===== src/rtl/alu_pkg.sv =====
// Shared constants for the MIPS execute stage: ALU operation codes, ALUOp
// encodings from main control and the R-type funct values.
package alu_pkg;

  localparam logic [3:0] ALU_AND = 4'b0000;
  localparam logic [3:0] ALU_OR  = 4'b0001;
  localparam logic [3:0] ALU_ADD = 4'b0010;
  localparam logic [3:0] ALU_SUB = 4'b0110;
  localparam logic [3:0] ALU_SLT = 4'b0111;
  localparam logic [3:0] ALU_NOR = 4'b1100;
  localparam logic [3:0] ALU_INV = 4'b1111;

  localparam logic [1:0] ALUOP_MEM    = 2'b00;
  localparam logic [1:0] ALUOP_BRANCH = 2'b01;
  localparam logic [1:0] ALUOP_RTYPE  = 2'b10;
  localparam logic [1:0] ALUOP_IMM    = 2'b11;

  localparam logic [5:0] FUNCT_ADD = 6'b100000;
  localparam logic [5:0] FUNCT_SUB = 6'b100010;
  localparam logic [5:0] FUNCT_AND = 6'b100100;
  localparam logic [5:0] FUNCT_OR  = 6'b100101;
  localparam logic [5:0] FUNCT_SLT = 6'b101010;
  localparam logic [5:0] FUNCT_NOR = 6'b100111;

endpackage


===== src/rtl/alu_ctrl_dec.sv =====
// ALU control decoder: maps main-control ALUOp plus the R-type funct field
// onto a 4-bit ALU operation code.
module alu_ctrl_dec
  import alu_pkg::*;
(
  input  logic [1:0] alu_op,
  input  logic [5:0] funct,
  output logic [3:0] alu_ctrl
);

  always_comb begin
    alu_ctrl = ALU_INV;
    case (alu_op)
      ALUOP_MEM:    alu_ctrl = ALU_ADD;
      ALUOP_BRANCH: alu_ctrl = ALU_SUB;
      ALUOP_IMM:    alu_ctrl = ALU_ADD;
      ALUOP_RTYPE: begin
        case (funct)
          FUNCT_ADD: alu_ctrl = ALU_ADD;
          FUNCT_SUB: alu_ctrl = ALU_SUB;
          FUNCT_AND: alu_ctrl = ALU_AND;
          FUNCT_OR:  alu_ctrl = ALU_OR;
          FUNCT_SLT: alu_ctrl = ALU_SLT;
          FUNCT_NOR: alu_ctrl = ALU_NOR;
          default:   alu_ctrl = ALU_INV;
        endcase
      end
      default: alu_ctrl = ALU_INV;
    endcase
  end

endmodule


===== src/rtl/alu_exec_unit.sv =====
// MIPS execute stage: ALU control decode, 32-bit ALU with zero flag,
// PC-relative branch adder and the EX/MEM result register.
module alu_exec_unit
  import alu_pkg::*;
(
  input  logic        clk,
  input  logic        rst,
  input  logic        stall,
  input  logic [1:0]  alu_op,
  input  logic [5:0]  funct,
  input  logic [31:0] alu_in1,
  input  logic [31:0] alu_in2,
  input  logic [31:0] ra,
  input  logic [31:0] imd_add,
  output logic [3:0]  alu_ctrl,
  output logic [31:0] result,
  output logic        zero,
  output logic [31:0] branch_target,
  output logic [31:0] result_q,
  output logic        zero_q
);

  logic signed [31:0] a_s;
  logic signed [31:0] b_s;
  logic        [31:0] branch_offset;
  logic        [31:0] result_p1;
  logic               zero_p1;

  alu_ctrl_dec u_dec (
    .alu_op   (alu_op),
    .funct    (funct),
    .alu_ctrl (alu_ctrl)
  );

  assign a_s = alu_in1;
  assign b_s = alu_in2;

  always_comb begin
    result = 32'h0;
    case (alu_ctrl)
      ALU_AND: result = alu_in1 & alu_in2;
      ALU_OR:  result = alu_in1 | alu_in2;
      ALU_ADD: result = alu_in1 + alu_in2;
      ALU_SUB: result = alu_in1 - alu_in2;
      ALU_SLT: result = (a_s < b_s) ? 32'd1 : 32'd0;
      ALU_NOR: result = ~(alu_in1 | alu_in2);
      default: result = 32'h0;
    endcase
  end

  assign zero = (result == 32'h0);

  // Word offset: the shift drops imd_add[31:30], wrapping modulo 2^32.
  assign branch_offset = imd_add << 2;
  assign branch_target = ra + branch_offset;

  // EX/MEM boundary
  always_ff @(posedge clk or posedge rst) begin
    if (rst) begin
      result_p1 <= 32'h0;
      zero_p1   <= 1'b0;
    end else if (!stall) begin
      result_p1 <= result;
      zero_p1   <= zero;
    end
  end

  assign result_q = result_p1;
  assign zero_q   = zero_p1;

endmodule


===== config.mk =====
export PLATFORM = sky130hd
export DESIGN_NAME = alu_exec_unit
export DESIGN_NICKNAME = d
export VERILOG_FILES = /design/src/rtl/alu_pkg.sv /design/src/rtl/alu_ctrl_dec.sv /design/src/rtl/alu_exec_unit.sv
export SDC_FILE = /design/constraint.sdc
export NUM_CORES = 1
export LEC_CHECK = 0
export CAP_MARGIN = 0
export CORE_MARGIN = 2
export CORE_UTILIZATION = 50
export DETAILED_ROUTE_END_ITERATION = 8
export PLACE_DENSITY = 0.89
export SYNTH_ARGS = -nofsm -noshare
export SYNTH_HDL_FRONTEND = slang
export SYNTH_SLANG_ARGS = --single-unit

===== constraint.sdc =====
create_clock -name clk -period 9.4 [get_ports clk]
set_clock_uncertainty 0.1 [all_clocks]
set_input_delay 1.88 -clock clk [delete_from_list [all_inputs] [get_ports clk]]
set_output_delay 1.88 -clock clk [all_outputs]
set_load 0.01 [all_outputs]

==> metrics.txt, run 1 <==
# TYPE chip_impl_metric gauge
chip_impl_metric{name="path_clk_slew",unit="ns"} 0.05
chip_impl_metric{name="clk_latency",unit="ns"} 0.29
chip_impl_metric{name="routed_wl",unit="mm"} 32.5
chip_impl_metric{name="ys_async_rst_share",unit="%"} 100
chip_impl_metric{name="r2r_slack",unit="ns"} 8.49
chip_impl_metric{name="syn_area",unit="sq um"} 8770
chip_impl_metric{name="timing.final.max_slew_violations",unit=""} 0
chip_impl_metric{name="die_area",unit="sq um"} 18600
chip_impl_info{name="start_kind",value="primary input"} 1
chip_impl_metric{name="cts-hold-fix-buffers",unit=""} 0
chip_impl_metric{name="drt_drc_violations_left",unit=""} 0
chip_impl_metric{name="global_route_wire_length_before_repair",unit="mm"} 50.1
chip_impl_metric{name="initial_antenna_violation_count",unit=""} 0
chip_impl_metric{name="core_area",unit="sq um"} 17200
chip_impl_info{name="tritoncts",value="built"} 1
chip_impl_metric{name="total_clock_sinks",unit=""} 33
chip_impl_metric{name="io_pins",unit=""} 241
chip_impl_metric{name="cts_resized",unit=""} 0
chip_impl_metric{name="gpl.final_weighted_congestion",unit=""} 1.03
chip_impl_metric{name="total_power",unit="uW"} 1260
chip_impl_metric{name="tightestPinTransition",unit="ns"} 1.26
chip_impl_metric{name="ys_seq_elements",unit=""} 33
chip_impl_metric{name="total_leakage_power",unit="uW"} 0.00500
chip_impl_metric{name="max_cap_violations",unit=""} 0
chip_impl_metric{name="grt_overflow",unit=""} 0
chip_impl_metric{name="initial_core_util",unit="%"} 50.9
chip_impl_metric{name="area_overhead_of_the_layout_relative_to_synthesis",unit="%"} 31.3
chip_impl_metric{name="post-route-util",unit="%"} 66.8
chip_impl_metric{name="ys_seq_area_share",unit="%"} 9.42
chip_impl_metric{name="post_cts_setup_repair_buffer_count",unit=""} 0
chip_impl_info{name="type_of_the_worst_min_delay_path",value="reg2reg"} 1
chip_impl_metric{name="detailedRoute.firstIterationViolations",unit=""} 1219
chip_impl_metric{name="global_route.usage.total",unit="%"} 33.8
chip_impl_info{name="grt_setup_unrepaired",value="no"} 1
chip_impl_metric{name="grt_pass1_vias",unit=""} 9842
chip_impl_metric{name="synthesis.area_per_instance",unit="sq um"} 7.40
chip_impl_metric{name="hold_depth",unit=""} 2
chip_impl_metric{name="vdd_drop_max",unit="V"} 0.0000872
chip_impl_metric{name="via_count_of_the_routed_design",unit=""} 10300
chip_impl_metric{name="yosys.cell_types.count",unit=""} 86
chip_impl_metric{name="final.period_utilization",unit="%"} 97.2
chip_impl_metric{name="synth_edf_count",unit=""} 0
chip_impl_metric{name="die_height",unit="microns"} 136
chip_impl_metric{name="clk_path_buf_depth",unit=""} 2
chip_impl_metric{name="cts_buffers",unit=""} 5
chip_impl_metric{name="finalSetupViolCount",unit=""} 0
chip_impl_metric{name="multiInputGateArea",unit="sq um"} 7210
chip_impl_metric{name="port-buffer-count",unit=""} 234
chip_impl_metric{name="antenna_cells",unit=""} 0
chip_impl_metric{name="place_worst_setup_slack",unit="ns"} 0.363
chip_impl_metric{name="critical_path.max_fanout",unit=""} 3
chip_impl_metric{name="period_needed",unit="ns"} 9.14
chip_impl_metric{name="final_layout_size_suffix_gt1_share",unit="%"} 8.07
chip_impl_metric{name="final_area",unit="sq um"} 11500
chip_impl_info{name="synth_ff_type",value="sky130_fd_sc_hd__dfrtp_1"} 1
chip_impl_metric{name="required",unit="ns"} 7.42
chip_impl_metric{name="syn-num-nets",unit=""} 1461
chip_impl_metric{name="drt-wirelength-per-cell",unit="microns"} 20.0
chip_impl_info{name="cts_root_buffer",value="sky130_fd_sc_hd__clkbuf_16"} 1
chip_impl_metric{name="grt_start_max_net_pins",unit=""} 35
chip_impl_metric{name="r2r_cells",unit=""} 1
chip_impl_metric{name="timing_hold_violations_final",unit=""} 0
chip_impl_metric{name="seq_area",unit="sq um"} 826
chip_impl_metric{name="setup_ws",unit="ns"} 0.260
chip_impl_metric{name="dp.final_hpwl",unit="mm"} 26.1
chip_impl_metric{name="antenna_violating_nets_left",unit=""} 0
chip_impl_metric{name="power-per-cell-area",unit="nW/um^2"} 110
chip_impl_info{name="setup_crit_end_kind",value="output pin"} 1
chip_impl_metric{name="yosysWarnings",unit=""} 0
chip_impl_metric{name="max_freq",unit="GHz"} 0.109
chip_impl_info{name="status",value="completed"} 1
chip_impl_metric{name="core.rowCount",unit=""} 48
chip_impl_metric{name="die_width",unit="microns"} 136
chip_impl_metric{name="synthCells",unit=""} 1184
chip_impl_info{name="worst_setup_path_class",value="in2out"} 1
chip_impl_metric{name="viasPerCell",unit=""} 6.35
chip_impl_metric{name="relSlewSlack",unit="%"} 15.5
chip_impl_metric{name="num-nets-final",unit=""} 1677
chip_impl_metric{name="tritonroute_pass_1_iters",unit=""} 6
chip_impl_metric{name="post_dp_cell_area",unit="sq um"} 11400
chip_impl_metric{name="cts_max_level",unit=""} 2
chip_impl_metric{name="fillerInstances",unit=""} 1435
chip_impl_metric{name="tns",unit="ns"} 0
chip_impl_metric{name="cp.arrival",unit="ns"} 7.16
-- cells in the mapped netlist (all sizes together) (23+ instances only) --
master,instances,area [sq um]
xnor2,48,420
ha,135,1690
a21o,23,173
a21oi,98,494
nor3,35,175
a31oi,24,150
nand2,57,214
dfrtp,33,826
inv,123,462
nor2,106,398
o21ai,73,365
clkbuf,38,143
mux2,33,372
-- registers in the layout, indices dropped and copies added, names as in the netlist --
signal    cells
result_q     32
zero_q        1
-- critical path: stages --
cell                              delay [ns]
sky130_fd_sc_hd__clkdlybuf4s50_1        0.44
sky130_fd_sc_hd__inv_1                  0.11
sky130_fd_sc_hd__ha_1                   0.20
sky130_fd_sc_hd__inv_1                  0.07
sky130_fd_sc_hd__fa_1                   0.41
sky130_fd_sc_hd__nor2b_1                0.17
sky130_fd_sc_hd__o221ai_1               0.45
sky130_fd_sc_hd__a21oi_1                0.15
sky130_fd_sc_hd__xnor2_1                0.18
sky130_fd_sc_hd__o221ai_1               0.27
sky130_fd_sc_hd__or4_1                  0.57
sky130_fd_sc_hd__or4_1                  0.48
sky130_fd_sc_hd__or4_1                  0.48
sky130_fd_sc_hd__nor4b_2                0.35
sky130_fd_sc_hd__nand4_1                0.22
sky130_fd_sc_hd__nor2_1                 0.18
sky130_fd_sc_hd__clkdlybuf4s50_1        0.55
-- cell usage in the layout (no fill, tap or decap), types with 9 or more instances in the layout --
| cell | n |
|---|---|
| sky130_fd_sc_hd__o21bai_1 | 13 |
| sky130_fd_sc_hd__clkdlybuf4s50_1 | 234 |
| sky130_fd_sc_hd__buf_4 | 31 |
| sky130_fd_sc_hd__nand4_1 | 12 |
| sky130_fd_sc_hd__o31ai_1 | 10 |
| sky130_fd_sc_hd__o21a_1 | 10 |
| sky130_fd_sc_hd__o211ai_1 | 12 |
| sky130_fd_sc_hd__o22ai_1 | 10 |
| sky130_fd_sc_hd__a22oi_1 | 14 |
| sky130_fd_sc_hd__nor4_1 | 11 |
| sky130_fd_sc_hd__nor3_1 | 35 |
| sky130_fd_sc_hd__nor2_1 | 106 |
| sky130_fd_sc_hd__nand3_1 | 16 |
| sky130_fd_sc_hd__o21ai_0 | 71 |
| sky130_fd_sc_hd__nor2b_1 | 16 |
| sky130_fd_sc_hd__mux2_2 | 33 |
| sky130_fd_sc_hd__nand2_1 | 57 |
| sky130_fd_sc_hd__xnor2_1 | 48 |
| sky130_fd_sc_hd__ha_1 | 135 |
| sky130_fd_sc_hd__nand2b_1 | 15 |
| sky130_fd_sc_hd__a21o_1 | 23 |
| sky130_fd_sc_hd__a31oi_1 | 24 |
| sky130_fd_sc_hd__a221oi_1 | 14 |
| sky130_fd_sc_hd__a21oi_1 | 97 |
| sky130_fd_sc_hd__o221ai_1 | 15 |
| sky130_fd_sc_hd__inv_1 | 122 |
| sky130_fd_sc_hd__a211oi_1 | 9 |
| sky130_fd_sc_hd__dfrtp_1 | 33 |
-- cell families after synthesis --
| group | after synthesis | synth area share [%] |
|---|---|---|
| compound gates | 421 | 34.0 |
| simple gates | 324 | 18.6 |
| buf+inv | 180 | 8.29 |
| fa+ha+maj | 138 | 20.0 |
| xor+xnor | 54 | 5.40 |
| mux | 34 | 4.35 |
| flops | 33 | 9.42 |
-- power breakdown --
part | internal, uW | switching, uW | total (uW)
Combinational | 427 | 472 | 899
Clock | 104 | 69.0 | 173
Sequential | 175 | 17.6 | 192
Total | 705 | 559 | 1260
-- stage by stage --
stage,hold slack (ns),cells
after floorplan,0.429,1184
after global placement,0.373,1618
after detailed placement,0.384,1618
after CTS,0.401,1625
after global routing,0.412,1625
final,0.399,1625
-- final timing paths --
kind,startpoint,endpoint
worst max-delay path,alu_in1[0],zero
worst min-delay path,zero_q$_DFFE_PP0N_,zero_q$_DFFE_PP0N_
worst max register to register,result_q[27]$_DFFE_PP0N_,result_q[27]$_DFFE_PP0N_
worst min register to register,zero_q$_DFFE_PP0N_,zero_q$_DFFE_PP0N_
max in group asynchronous,rst,result_q[26]$_DFFE_PP0N_
min in group asynchronous,rst,result_q[13]$_DFFE_PP0N_
-- area by class of cell --
type | count | area share [%]
timing repair buffer | 265 | 22.4
inverter | 124 | 4.04
sequential | 33 | 7.18
tap | 225 | 2.45
multi-input combinational | 971 | 62.7
clock inverter | 1 | 0.0652
clock buffer | 6 | 1.21
-- routing by layer --
layer | wire [microns] | share of wire (%) | global-route usage, % | vias to the layer above
met3 | 3470 | 11 | 6.56 | 119
met2 | 15000 | 46 | 58.1 | 659
met1 | 12800 | 39 | 41.7 | 4736
met5 | 0 | 0 | 0 | -
li1 | - | - | - | 4806
met4 | 1270 | 3.9 | 12.7 | 0
Note: power is estimated with default switching activity, not from simulation.
==> run 2: changes to the inputs <==
CORE_UTILIZATION = 40   (was 50)
PLACE_DENSITY = 0.74   (was 0.89)
SLEW_MARGIN = 40   (was not set)
==> run 2 against run 1 <==
Compared with the run above: sequential share of layout area hardly changed; flip-flop and latch count is the same; register-to-register slack gained 0.05 ns; clock power is essentially flat; cell count is 3.0% higher; wire length is 0.77% lower; critical path depth is 2 lower; largest power group unchanged.
==> metrics.txt, run 2 (same netlist as run 1, synthesis figures left out) <==
# TYPE chip_impl_metric gauge
chip_impl_info{name="worst_setup_path_class",value="in2out"} 1
chip_impl_metric{name="total_leakage_power",unit="uW"} 0.00497
chip_impl_metric{name="gpl.final_weighted_congestion",unit=""} 0.989
chip_impl_metric{name="die_area",unit="sq um"} 23100
chip_impl_metric{name="drt-wirelength-per-cell",unit="microns"} 19.3
chip_impl_metric{name="timing.final.max_slew_violations",unit=""} 0
chip_impl_metric{name="final.period_utilization",unit="%"} 96.3
chip_impl_metric{name="detailedRoute.firstIterationViolations",unit=""} 948
chip_impl_metric{name="final_layout_size_suffix_gt1_share",unit="%"} 7.75
chip_impl_metric{name="via_count_of_the_routed_design",unit=""} 10200
chip_impl_metric{name="num-nets-final",unit=""} 1671
chip_impl_metric{name="tightestPinTransition",unit="ns"} 0.866
chip_impl_metric{name="initial_antenna_violation_count",unit=""} 0
chip_impl_metric{name="die_width",unit="microns"} 152
chip_impl_metric{name="seq_area",unit="sq um"} 826
chip_impl_metric{name="max_cap_violations",unit=""} 0
chip_impl_metric{name="path_clk_slew",unit="ns"} 0.06
chip_impl_metric{name="viasPerCell",unit=""} 6.11
chip_impl_info{name="setup_crit_end_kind",value="output pin"} 1
chip_impl_info{name="commonest_cells_after_routing_fill_and_taps_aside",value="sky130_fd_sc_hd__clkdlybuf4s50_1, sky130_fd_sc_hd__ha_1, sky130_fd_sc_hd__inv_1"} 1
chip_impl_metric{name="dp.final_hpwl",unit="mm"} 26.0
chip_impl_metric{name="finalSetupViolCount",unit=""} 0
chip_impl_info{name="cts_root_buffer",value="sky130_fd_sc_hd__clkbuf_16"} 1
chip_impl_metric{name="critical_path.max_fanout",unit=""} 4
chip_impl_metric{name="die_height",unit="microns"} 152
chip_impl_metric{name="post_cts_setup_repair_buffer_count",unit=""} 0
chip_impl_metric{name="vdd_drop_max",unit="V"} 0.000128
chip_impl_metric{name="drt_drc_violations_left",unit=""} 0
chip_impl_info{name="type_of_the_worst_min_delay_path",value="reg2reg"} 1
chip_impl_metric{name="antenna_violating_nets_left",unit=""} 0
chip_impl_metric{name="clk_path_buf_depth",unit=""} 2
chip_impl_metric{name="relSlewSlack",unit="%"} 41.9
chip_impl_metric{name="io_pins",unit=""} 241
chip_impl_metric{name="area_overhead_of_the_layout_relative_to_synthesis",unit="%"} 31.6
chip_impl_info{name="grt_setup_unrepaired",value="no"} 1
chip_impl_metric{name="tritonroute_pass_1_iters",unit=""} 5
chip_impl_metric{name="antenna_cells",unit=""} 0
chip_impl_metric{name="power-per-cell-area",unit="nW/um^2"} 109
chip_impl_metric{name="grt_pass1_vias",unit=""} 9683
chip_impl_metric{name="tns",unit="ns"} 0
chip_impl_metric{name="required",unit="ns"} 7.42
chip_impl_metric{name="global_route_wire_length_before_repair",unit="mm"} 51.4
chip_impl_metric{name="core.rowCount",unit=""} 54
chip_impl_metric{name="cp.arrival",unit="ns"} 7.07
chip_impl_metric{name="clk_latency",unit="ns"} 0.29
chip_impl_metric{name="grt_overflow",unit=""} 0
chip_impl_metric{name="core_area",unit="sq um"} 21700
chip_impl_metric{name="routed_wl",unit="mm"} 32.2
chip_impl_metric{name="fillerInstances",unit=""} 2072
chip_impl_metric{name="whs",unit="ns"} 0.400
chip_impl_info{name="start_kind",value="primary input"} 1
chip_impl_info{name="tritoncts",value="built"} 1
chip_impl_metric{name="multiInputGateArea",unit="sq um"} 7220
chip_impl_metric{name="global_route.usage.total",unit="%"} 26.7
chip_impl_metric{name="cts_buffers",unit=""} 5
chip_impl_metric{name="max_reg_flops",unit=""} 32
chip_impl_metric{name="cts_max_level",unit=""} 2
chip_impl_metric{name="period_needed",unit="ns"} 9.05
chip_impl_metric{name="cts_resized",unit=""} 0
chip_impl_info{name="status",value="completed"} 1
chip_impl_metric{name="port-buffer-count",unit=""} 234
chip_impl_metric{name="timing_hold_violations_final",unit=""} 0
chip_impl_metric{name="total_clock_sinks",unit=""} 33
chip_impl_info{name="commonest_non_fill_non_tap_cell_in_the_layout",value="sky130_fd_sc_hd__clkdlybuf4s50_1"} 1
chip_impl_metric{name="post-route-util",unit="%"} 53.2
chip_impl_metric{name="max_freq",unit="GHz"} 0.110
chip_impl_metric{name="grt_start_max_net_pins",unit=""} 35
chip_impl_metric{name="cts-hold-fix-buffers",unit=""} 0
chip_impl_metric{name="initial_core_util",unit="%"} 40.4
run 2: cell count changes in the layout (fill, tap and decap cells not counted):
cell / previous run / this run
sky130_fd_sc_hd__buf_4: 31 / 25
sky130_fd_sc_hd__nor2_1: 106 / 105
sky130_fd_sc_hd__nor2_2: 0 / 1
sky130_fd_sc_hd__o21ai_0: 71 / 70
sky130_fd_sc_hd__o21ai_1: 2 / 3
run 2: through the flow:
stage                     instances  power (uW)  worst slack, ns  instance area, sq um
after floorplan                1184         677             2.01                  8770
after global placement         1667        1060            0.477                 11400
after detailed placement       1667        1070            0.412                 11400
after CTS                      1674        1250            0.402                 11500
after global routing           1674        1330           0.0614                 11500
final                          1674        1260            0.349                 11500
run 2: worst max-delay path, cell delays in order:
cell and delay (ns):
sky130_fd_sc_hd__clkdlybuf4s50_1 0.45, sky130_fd_sc_hd__ha_1 0.25, sky130_fd_sc_hd__fa_1 0.45, sky130_fd_sc_hd__a211oi_1 0.52, sky130_fd_sc_hd__or3b_2 0.22, sky130_fd_sc_hd__o311ai_0 0.14
sky130_fd_sc_hd__a22oi_1 0.18, sky130_fd_sc_hd__o221ai_1 0.26, sky130_fd_sc_hd__or4_1 0.55, sky130_fd_sc_hd__or4_1 0.46, sky130_fd_sc_hd__or4_1 0.47, sky130_fd_sc_hd__nor4b_2 0.25
sky130_fd_sc_hd__nand4_1 0.25, sky130_fd_sc_hd__nor2_1 0.17, sky130_fd_sc_hd__clkdlybuf4s50_1 0.55
run 2: worst paths after layout:
path	startpoint	endpoint	slack (ns)	cells after the start
max	alu_in2[0]	zero	0.35	15
min	zero_q$_DFFE_PP0N_	zero_q$_DFFE_PP0N_	0.40	2
max reg2reg	result_q[23]$_DFFE_PP0N_	result_q[23]$_DFFE_PP0N_	8.54	1
min reg2reg	zero_q$_DFFE_PP0N_	zero_q$_DFFE_PP0N_	0.40	2
max in group asynchronous	rst	result_q[25]$_DFFE_PP0N_	6.96	3
min in group asynchronous	rst	result_q[5]$_DFFE_PP0N_	1.91	3
run 2: area by class of cell:
| class | instances | share of cell area (%) |
|---|---|---|
| inverter | 124 | 4.04 |
| sequential | 33 | 7.16 |
| tap | 280 | 3.04 |
| multi-input combinational | 971 | 62.6 |
| clock inverter | 1 | 0.0651 |
| timing repair buffer | 259 | 21.9 |
| clock buffer | 6 | 1.20 |
run 2: power by group:
part / leakage (uW) / switching (uW) / internal, uW
Combinational: 0.00449 / 468 / 424
Sequential: 0.000414 / 16.1 / 175
Clock: 0.0000690 / 70.4 / 104
run 2: metal layers:
metal | share of wire (%) | routed length (microns) | track usage (%) | vias up
met5 | 0 | 0 | 0 | -
met4 | 2.5 | 801 | 6.81 | 0
met3 | 8.2 | 2640 | 3.96 | 58
met2 | 45 | 14700 | 44.4 | 554
met1 | 44 | 14100 | 36.2 | 4808
li1 | - | - | - | 4800
==> run 3: changes to the inputs <==
PLACE_DENSITY = 0.68   (was 0.74)
REMOVE_ABC_BUFFERS = 1   (was not set)
==> run 3 against run 2 <==
Compared with the run above: combinational power rose by 0.4%; sequential power barely moved; worst setup slack improved by 0.15 ns; hold slack got worse by 0.0027 ns; cell count rose by 0.66%; clock power rose by 23%; global-route usage rose by 1.2 points; first-iteration DRC count fell by 1.7%; critical path depth did not move; via count fell by 1.6%; die area did not move; critical endpoint unchanged.
==> metrics.txt, run 3 (same netlist as run 1, synthesis figures left out) <==
# TYPE chip_impl_metric gauge
chip_impl_info{name="status",value="completed"} 1
chip_impl_metric{name="required",unit="ns"} 7.42
chip_impl_metric{name="combinationalPowerShare",unit="%"} 68.8
chip_impl_metric{name="cp.arrival",unit="ns"} 6.92
chip_impl_metric{name="cts_max_level",unit=""} 2
chip_impl_metric{name="via_count_of_the_routed_design",unit=""} 10100
chip_impl_metric{name="die_area",unit="sq um"} 23100
chip_impl_metric{name="tightestPinTransition",unit="ns"} 0.831
chip_impl_metric{name="antenna_violating_nets_left",unit=""} 0
chip_impl_metric{name="r2r_cells",unit=""} 1
chip_impl_info{name="worst_setup_path_class",value="in2out"} 1
chip_impl_metric{name="antenna_cells",unit=""} 0
chip_impl_metric{name="power-per-cell-area",unit="nW/um^2"} 112
chip_impl_metric{name="timing.final.max_slew_violations",unit=""} 0
chip_impl_metric{name="total_leakage_power",unit="uW"} 0.00504
chip_impl_metric{name="period_needed",unit="ns"} 8.90
chip_impl_info{name="worst_r2r_endpoint",value="result_q[10]$_DFFE_PP0N_"} 1
chip_impl_metric{name="die_height",unit="microns"} 152
chip_impl_metric{name="relSlewSlack",unit="%"} 44.1
chip_impl_metric{name="clk_path_buf_depth",unit=""} 2
chip_impl_metric{name="max_freq",unit="GHz"} 0.112
chip_impl_metric{name="grt_pass1_vias",unit=""} 9619
chip_impl_metric{name="cts_buffers",unit=""} 5
chip_impl_metric{name="setup_ws",unit="ns"} 0.504
chip_impl_metric{name="internal-power",unit="uW"} 736
chip_impl_metric{name="tritonroute_pass_1_iters",unit=""} 6
chip_impl_metric{name="global_route.usage.total",unit="%"} 27.8
chip_impl_info{name="commonest_non_fill_non_tap_cell_in_the_layout",value="sky130_fd_sc_hd__clkdlybuf4s50_1"} 1
chip_impl_metric{name="grt_overflow",unit=""} 0
chip_impl_metric{name="hold_depth",unit=""} 2
chip_impl_metric{name="finalSetupViolCount",unit=""} 0
chip_impl_info{name="timing.hold.worst_endpoint",value="zero_q$_DFFE_PP0N_"} 1
chip_impl_metric{name="total_switching_power",unit="uW"} 563
chip_impl_metric{name="cts-hold-fix-buffers",unit=""} 0
chip_impl_info{name="commonest_cells_after_routing_fill_and_taps_aside",value="sky130_fd_sc_hd__clkdlybuf4s50_1, sky130_fd_sc_hd__ha_1, sky130_fd_sc_hd__inv_1"} 1
chip_impl_metric{name="port-buffer-count",unit=""} 234
chip_impl_metric{name="num-nets-final",unit=""} 1681
chip_impl_metric{name="tns",unit="ns"} 0
chip_impl_info{name="type_of_the_worst_min_delay_path",value="reg2reg"} 1
chip_impl_metric{name="routed_wl",unit="mm"} 33.2
chip_impl_metric{name="switching_share",unit="%"} 43.3
chip_impl_metric{name="grt_start_max_net_pins",unit=""} 35
chip_impl_info{name="cts_root_buffer",value="sky130_fd_sc_hd__clkbuf_16"} 1
chip_impl_metric{name="global_route_wire_length_before_repair",unit="mm"} 52.7
chip_impl_metric{name="detailedRoute.firstIterationViolations",unit=""} 932
chip_impl_metric{name="max_cap_violations",unit=""} 0
chip_impl_metric{name="viasPerCell",unit=""} 5.97
chip_impl_metric{name="post_cts_setup_repair_buffer_count",unit=""} 0
chip_impl_metric{name="total_clock_sinks",unit=""} 33
chip_impl_metric{name="area_overhead_of_the_layout_relative_to_synthesis",unit="%"} 32.7
chip_impl_metric{name="vdd_drop_max",unit="V"} 0.0000642
chip_impl_metric{name="path_clk_slew",unit="ns"} 0.06
chip_impl_metric{name="place_worst_setup_slack",unit="ns"} 0.491
chip_impl_metric{name="max_reg_flops",unit=""} 32
chip_impl_metric{name="core.rowCount",unit=""} 54
chip_impl_metric{name="timing_hold_violations_final",unit=""} 0
chip_impl_info{name="grt_setup_unrepaired",value="no"} 1
chip_impl_metric{name="critical_path.max_fanout",unit=""} 4
chip_impl_metric{name="clock_power_share",unit="%"} 16.5
chip_impl_metric{name="gpl.final_weighted_congestion",unit=""} 0.988
chip_impl_metric{name="final.period_utilization",unit="%"} 94.6
chip_impl_metric{name="die_width",unit="microns"} 152
chip_impl_metric{name="io_pins",unit=""} 241
chip_impl_metric{name="dp.final_hpwl",unit="mm"} 26.6
chip_impl_info{name="start_kind",value="primary input"} 1
chip_impl_metric{name="final_layout_size_suffix_gt1_share",unit="%"} 8.47
chip_impl_metric{name="r2r_slack",unit="ns"} 8.52
chip_impl_info{name="launch_point_of_the_worst_hold_path",value="zero_q$_DFFE_PP0N_"} 1
chip_impl_metric{name="drt-wirelength-per-cell",unit="microns"} 19.7
chip_impl_metric{name="layoutNonFillerInstCount",unit=""} 1685
chip_impl_metric{name="whs",unit="ns"} 0.397
chip_impl_metric{name="dp.cells",unit=""} 1677
chip_impl_metric{name="drt_drc_violations_left",unit=""} 0
chip_impl_metric{name="power_share_of_the_sequential_group",unit="%"} 14.6
chip_impl_metric{name="initial_core_util",unit="%"} 40.4
chip_impl_metric{name="cts_resized",unit=""} 0
chip_impl_metric{name="initial_antenna_violation_count",unit=""} 0
chip_impl_info{name="tritoncts",value="built"} 1
chip_impl_metric{name="clk_latency",unit="ns"} 0.29
chip_impl_metric{name="core_area",unit="sq um"} 21700
chip_impl_info{name="reg_to_reg_start",value="result_q[10]$_DFFE_PP0N_"} 1
chip_impl_info{name="setup_crit_end_kind",value="output pin"} 1
-- run 3: worst max-delay path by stage --
stage	start	to	slack, ns	depth (start not counted)
5_1_grt	alu_in2[0]	zero	0.16	15
4_1_cts	alu_in2[0]	zero	0.50	15
3_3_place_gp	alu_in2[0]	zero	0.51	15
3_5_place_dp	alu_in2[0]	zero	0.49	15
2_1_floorplan	alu_op[0]	zero	1.60	13
6_report	alu_in1[0]	zero	0.50	15
-- run 3: power by group through the flow --
stage          clock (uW)  sequential [uW]  combinational [uW]
6_report              215              190                 895
3_3_place_gp            0              191                 878
3_5_place_dp            0              193                 883
5_1_grt               224              195                 961
4_1_cts               218              190                 887
2_1_floorplan           0              208                 455
-- run 3: critical path, stage by stage --
cell	delay (ns)
sky130_fd_sc_hd__clkdlybuf4s50_1	0.43
sky130_fd_sc_hd__ha_1	0.25
sky130_fd_sc_hd__fa_1	0.45
sky130_fd_sc_hd__a211oi_1	0.49
sky130_fd_sc_hd__or3b_2	0.21
sky130_fd_sc_hd__o311ai_0	0.13
sky130_fd_sc_hd__a22oi_1	0.17
sky130_fd_sc_hd__o221ai_1	0.19
sky130_fd_sc_hd__or4_1	0.52
sky130_fd_sc_hd__or4_1	0.54
sky130_fd_sc_hd__or4_1	0.51
sky130_fd_sc_hd__nor4b_2	0.29
sky130_fd_sc_hd__nand4_1	0.17
sky130_fd_sc_hd__nor2_1	0.14
sky130_fd_sc_hd__clkdlybuf4s50_1	0.55
-- run 3: layout make-up --
class                      count  area [sq um]
tap                          280           350
timing repair buffer         269          2600
fill                        2100         10100
clock buffer                   7           143
sequential                    33           826
inverter                     124           465
multi-input combinational    971          7220
clock inverter                 1          30.0
-- run 3: metal layers --
layer,up-vias,wire [microns],GRT usage (%)
met5,-,0,0
met4,0,931,7.25
met3,60,2390,3.96
met2,478,15100,46.3
met1,4695,14800,37.8
li1,4824,-,-
-- run 3: stage by stage --
stage          power, uW  util (%)  area, sq um
2_1_floorplan        662         -         8500
3_3_place_gp        1070      52.8        11500
5_1_grt             1380      53.6        11600
4_1_cts             1300      53.6        11600
6_report            1300      53.6        11600
3_5_place_dp        1080      52.8        11500
